`src/rtl/circular_fifo_pkg.sv`:
```
// DataTypes: shared byte/flag types and default depth for the circular FIFO
package DataTypes;
  typedef logic bit_t;
  typedef logic [7:0] fifo_in;
  typedef logic [7:0] fifo_out;
  localparam int FIFO_DEPTH = 8;
endpackage

```
`src/rtl/circular_fifo.sv`:
```
// circular_fifo: single-clock byte FIFO with wrapping pointers and occupancy count
module circular_fifo
  import DataTypes::*;
#(
  parameter int DEPTH = FIFO_DEPTH,
  localparam int PTR_W = $clog2(DEPTH)
) (
  input  logic    clk,
  input  logic    reset,
  input  fifo_in  datainput,
  input  bit_t    push,
  input  bit_t    pop,
  output fifo_out dataoutput,
  output bit_t    full,
  output bit_t    empty
);
  localparam logic [PTR_W:0] FULL_CNT = (PTR_W + 1)'(DEPTH);
  logic [7:0] mem [DEPTH];
  logic [PTR_W-1:0] wr_ptr, rd_ptr;
  logic [PTR_W:0] count;
  logic push_ok, pop_ok;
  // a pop frees a slot in the same cycle, so a full FIFO still accepts a push alongside a pop
  always_comb begin
    full = count == FULL_CNT;
    empty = count == '0;
    pop_ok = pop & ~empty;
    push_ok = push & (~full | pop_ok);
  end
  // storage write; contents are not cleared by reset
  always_ff @(posedge clk)
    if (push_ok) mem[wr_ptr] <= datainput;
  // pointers, count and registered read data; power-of-two depth lets pointers wrap naturally
  always_ff @(posedge clk)
    if (reset) begin
      wr_ptr <= '0;
      rd_ptr <= '0;
      count <= '0;
      dataoutput <= 8'h00;
    end else begin
      if (push_ok) wr_ptr <= wr_ptr + 1'b1;
      if (pop_ok) begin
        rd_ptr <= rd_ptr + 1'b1;
        dataoutput <= mem[rd_ptr];
      end
      count <= (push_ok && !pop_ok) ? count + 1'b1 : (pop_ok && !push_ok) ? count - 1'b1 : count;
    end
endmodule

```
`config.mk`:
```
export PLATFORM = sky130hd
export DESIGN_NAME = circular_fifo
export DESIGN_NICKNAME = d
export VERILOG_FILES = /design/src/rtl/circular_fifo_pkg.sv /design/src/rtl/circular_fifo.sv
export SDC_FILE = /design/constraint.sdc
export NUM_CORES = 1
export LEC_CHECK = 0
export ABC_AREA = 1
export CORE_MARGIN = 2
export CORE_UTILIZATION = 25
export CTS_BUF_LIST = sky130_fd_sc_hd__clkbuf_2 sky130_fd_sc_hd__clkbuf_4 sky130_fd_sc_hd__clkbuf_8
export CTS_CLUSTER_DIAMETER = 150
export DETAILED_ROUTE_END_ITERATION = 16
export PLACE_DENSITY = 0.42
export REMOVE_ABC_BUFFERS = 1
export SETUP_SLACK_MARGIN = 0.4
export SYNTH_ARGS = -nofsm -noshare
export SYNTH_HDL_FRONTEND = slang
export SYNTH_SLANG_ARGS = --single-unit
```
`constraint.sdc`:
```
create_clock -name clk -period 2.15 [get_ports clk]
set_clock_uncertainty 0.05 [all_clocks]
set_input_delay 0.3225 -clock clk [delete_from_list [all_inputs] [get_ports clk]]
set_output_delay 0.3225 -clock clk [all_outputs]
set_load 0.05 [all_outputs]
```
## Yosys cells after proc, flatten, opt, wreduce, memory -nomap -nowiden

Memory sizes are Yosys's and may differ from the RTL's. A register that Yosys moved wholly into a read port is not among the register bits.
Index checks and enable logic that the tools add are counted.

| cells by class | value |
|---|---|
| $add $sub $neg | 4 |
| equal/unequal tests | 1 |
| multiplexer cells | 4 |
| bitwise gates (word level) | 5 |
| reduce and logical (&&, ||, !) cells | 6 |

Operator list:

| operator | number |
|---|---|
| 4-bit 2-to-1 mux | 2 |
| 3-bit by 1-bit adder with 3-bit output (second input constant) | 2 |
| 4-bit by 1-bit adder with 4-bit output (second input constant) | 1 |
| 4-bit equality test (second input constant) | 1 |
| 4-bit zero test | 1 |
| 4-bit by 1-bit subtractor with 4-bit output (second input constant) | 1 |
| 1-bit AND | 2 |
| 1-bit logical AND | 2 |
| 1-bit zero test | 2 |
| 1-bit 2-to-1 mux | 2 |
| 1-bit inverter | 2 |
| 2-bit nonzero test | 1 |
| 1-bit bitwise OR | 1 |

| word-level totals | value |
|---|---|
| register bits | 10 |
| bits in writable memories | 64 |
| input port bits | 12 |
| logic and storage cells | 24 |
| memories kept | 1 |

Memory list:

| memory | words | width | rd ports | clocked after memory_dff | wr ports | RTL line | source |
|---|---|---|---|---|---|---|---|
| mem | 8 | 8 | 1 | 1 | 1 | circular_fifo.sv:18 | `logic [7:0] mem [DEPTH];` |

## Depth between registers and ports, before layout

| logic depth | value |
|---|---|
| word-level depth | 9 |
| depth in mapped cells | 14 |
| gate-level depth less buffers | 14 |

## Least setup slack after synthesis

OpenSTA, ideal clock, no wires.

| path | value |
|---|---|
| path type | register to output |
| start point | reg count[3] |
| end point | out full |
| arrival | 1919 ps |
| setup slack | -141 ps |
| cell stages (with the launch flop) | 3 |
| path buffers | 0 |
| cells stage by stage | dfxtp_1 > inv_1 > nor4_1 |

| between the ends | value |
|---|---|
| word-level cells in the longest chain between the ends | 1 |

Ends and longest elaborated chain:

| what | RTL line | source |
|---|---|---|
| from (decl) | circular_fifo.sv:20 | `logic [PTR_W:0] count;` |
| from (signal assigned) | circular_fifo.sv:45 | `count <= (push_ok && !pop_ok) ? count + 1'b1 : (pop_ok && !push_ok) ? count - 1'b1 : count;` |
| 4-bit equality test | circular_fifo.sv:24 | `full = count == FULL_CNT;` |
| to (decl) | circular_fifo.sv:14 | `output bit_t full,` |

No other way between the ends.

## Worst setup path after layout

| path | value |
|---|---|
| start point | reg count[0] |
| end point | reg count[3] |

| between the ends | value |
|---|---|
| word-level cells in the longest chain between the ends | 8 |
| elaborated cells between the ends (all ways) | 16 |
| classes of those cells | add/sub: 2; eq/ne: 1; mux: 2; bitwise: 5; reduce/logical: 6 |

Ends and longest elaborated chain:

| what | RTL line | source |
|---|---|---|
| 4-bit zero test | circular_fifo.sv:25 | `empty = count == '0;` |
| 1-bit inverter | circular_fifo.sv:26 | `pop_ok = pop & ~empty;` |
| 1-bit AND | circular_fifo.sv:26 |  |
| 1-bit bitwise OR (*) | circular_fifo.sv:27 | `push_ok = push & (~full \| pop_ok);` |
| 1-bit AND (*) | circular_fifo.sv:27 |  |
| via push_ok | circular_fifo.sv:21 | `logic push_ok, pop_ok;` |
| 1-bit zero test | circular_fifo.sv:45 |  |
| 1-bit logical AND | circular_fifo.sv:45 |  |
| 2-bit nonzero test (no source line) | n/a |  |

The timed path passes the listed nets; every way through them passes the cells marked *. The select of a mux whose other input is x is not followed.
A chain may end at the register's enable or synchronous reset.

==> results.sh <==
export IMPL_firstDrtPassIters=4
export IMPL_synth_distinct_cells=28
export IMPL_p_leak_nw=1.94
export IMPL_clk_pin_slew_ps=80
export IMPL_synth_top_family_by_area="simple AND/OR/NAND/NOR gates"
export IMPL_place_hpwl_um=5860
export IMPL_nNetsFinal=444
export IMPL_path_max_fanout=2
export IMPL_clockBufferDepth=2
export IMPL_final_period_utilization_pct=84.6
export IMPL_clk_latency_ps=350
export IMPL_n_antenna_cell=0
export IMPL_fp_dieArea_sq_um=15500
export IMPL_grt_total_usage_pct=11.8
export IMPL_grt_pass1_vias=2534
export IMPL_cts_sinks=82
export IMPL_ys_ff_latch=82
export IMPL_synth_common_cells="106 x nand2_1, 64 x edfxtp_1, 60 x inv_1"
export IMPL_postRouteAntennaNets=0
export IMPL_wirelength_um=8800
export IMPL_grt_max_degree=35
export IMPL_fmax_mhz=550
export IMPL_synth_flop_cell="edfxtp_1"
export IMPL_slew_violations=0
export IMPL_rsz0062_at_grt="yes"
export IMPL_yosysTopAreaCellShare_pct=53.1
export IMPL_synth_edf_count=64
export IMPL_tightest_slew_ps=496
export IMPL_drive_above_1_share_pct=20.9
export IMPL_outcome="complete, no violations"
export IMPL_synth_most_common_cell="nand2_1"
export IMPL_fp_row_count=43
export IMPL_hold_viol=0
export IMPL_finish_utilization_pct=32.8
export IMPL_viasPerCell=4.14
export IMPL_synthTopCellsByArea="edfxtp_1 53%, nand2_1 11%, dfxtp_1 10%"
export IMPL_synthCells=367
export IMPL_hp_class="flip-flop to flip-flop"
export IMPL_wire_per_inst_um=14.4
export IMPL_grt_first_pass_wirelength_um=14100
export IMPL_placed_cell_area_sq_um=4170
export IMPL_numPortBuffers=21
export IMPL_cts_tree="built"
export IMPL_end_kind="flip-flop"
export IMPL_ios=22
export IMPL_cp_data_arrival_time_ps=2060
export IMPL_synthSimpleGateAreaFrac_pct=21.1
export IMPL_drc=0
export IMPL_async_flop_share_pct=0
export IMPL_ctsHoldBuffers=0
export IMPL_synth_yosys_seq_area_share_pct=63.1
export IMPL_antenna_found_initial=0
export IMPL_slew_limit_headroom_pct=67.1
export IMPL_cts_buffers=9
export IMPL_netlist_area_sq_um=3620
export IMPL_yosys_mux_area_fraction_pct=0
export IMPL_yosysTopAreaCell="edfxtp_1"
export IMPL_gp_congestion=0.746
export IMPL_core_sq_um=14000
export IMPL_vias=2528
export IMPL_die_height_um=124
export IMPL_post_route_min_period_ps=1820
export IMPL_maxCapViolCount=0
export IMPL_critPathKind="flip-flop to flip-flop"
export IMPL_synth_xor_area_share_pct=0.726
export IMPL_area_growth_syn_to_layout_pct=26.6
export IMPL_synth_compound_area_share_pct=3.01
export IMPL_synth_avg_cell_area_sq_um=9.86
export IMPL_whs_ps=414
export IMPL_drt_iter0_drc=131
export IMPL_start_util_pct=25.9
export IMPL_ir_drop_mv=0.361
export IMPL_start_kind="flip-flop"
export IMPL_worstPathRequired_ps=2390
export IMPL_die_x_um=124
export IMPL_cellPowerDensity_nw_per_um2=1050
export IMPL_yosys_area_share_adder_pct=2.28
export IMPL_setup_viol=0
export IMPL_root_buffer="clkbuf_8"
export IMPL_finalInstanceArea_sq_um=4580
export IMPL_htree_levels=3
export IMPL_yosysWarnings=0
export IMPL_grt_overflow=0
==> registers in the layout (all words and copies together) (netlist names) <==
register and flops:
mem 64, count 4, wr_ptr 3, rd_ptr 3
dataoutput 8
==> what timing repair did <==
action                     4_1_cts  5_1_grt
resized for setup               43       17
pin swaps                        6       13
buffers inserted                 5        4
setup endpoints to repair       35       65
==> critical path, cell delays in order (launching register included) <==
cell	delay, ps
dfxtp_2	340
nor2_4	130
nand4_1	110
nand2_2	90
inv_2	50
ha_4	160
inv_4	60
ha_4	190
or2_4	220
nand2_1	60
nand3_1	60
nand2_1	60
nand2_1	40
a21oi_1	130
==> cell type report <==
cell class | instances | area, sq um
repair buffers | 61 | 547
flip-flops and latches | 82 | 2290
clock buffers | 12 | 146
fillers | 1506 | 9410
well taps | 180 | 225
clock inverters | 4 | 30.0
inverters | 64 | 250
multi-input cells | 208 | 1090
==> per-layer routing <==
layer	share of wire, %	vias to the layer above	global-route usage [%]
li1	-	1299	-
met5	0	-	0
met4	0.78	0	3.30
met1	48	1194	15.3
met3	2.9	5	3.09
met2	49	30	19.6
==> worst paths after layout <==
kind / cells past startpoint / endpoint / startpoint / slack [ps]
max: 13 / count[3] / count[0] / 330
min: 2 / dataoutput[3] / dataoutput[3] / 410
max reg2reg: 13 / count[3] / count[0] / 330
min reg2reg: 2 / dataoutput[3] / dataoutput[3] / 410
==> through the flow <==
step	power, mW	setup WS, ps	setup TNS, ps	std cells
CTS	4.79	291	0	607
global route	5.12	249	0	611
detailed placement	3.61	-182	-378	586
floorplan	3.01	-141	-141	354
finish	4.82	331	0	611
global placement	3.61	-157	-296	586
==> power breakdown <==
part	internal (mW)	total (mW)	switching, mW
Clock	0.461	1.02	0.558
Combinational	0.677	1.80	1.12
Sequential	1.87	1.99	0.124
Total	3.01	4.82	1.81
==> placed cells by master (no fill, tap or decap), types with 6 or more instances in the layout <==
cell type          n
nand2_1          103
edfxtp_1          64
inv_1             56
nand3_1           50
buf_4             28
a21oi_1           14
dfxtp_1           14
buf_6             14
clkdlybuf4s50_1   10
clkbuf_8           9
dlygate4sd2_1      9
nor2_1             7
nor2_4             6
==> kinds of logic after synthesis <==
group / after synthesis
DFF: 82
xor gates and xnor gates: 3
AOI/OAI and AO/OA: 21
adders and majority gates: 6
and+or+nand+nor: 178
buffers and inverters: 77
Note: power is estimated with default switching activity, not from simulation.
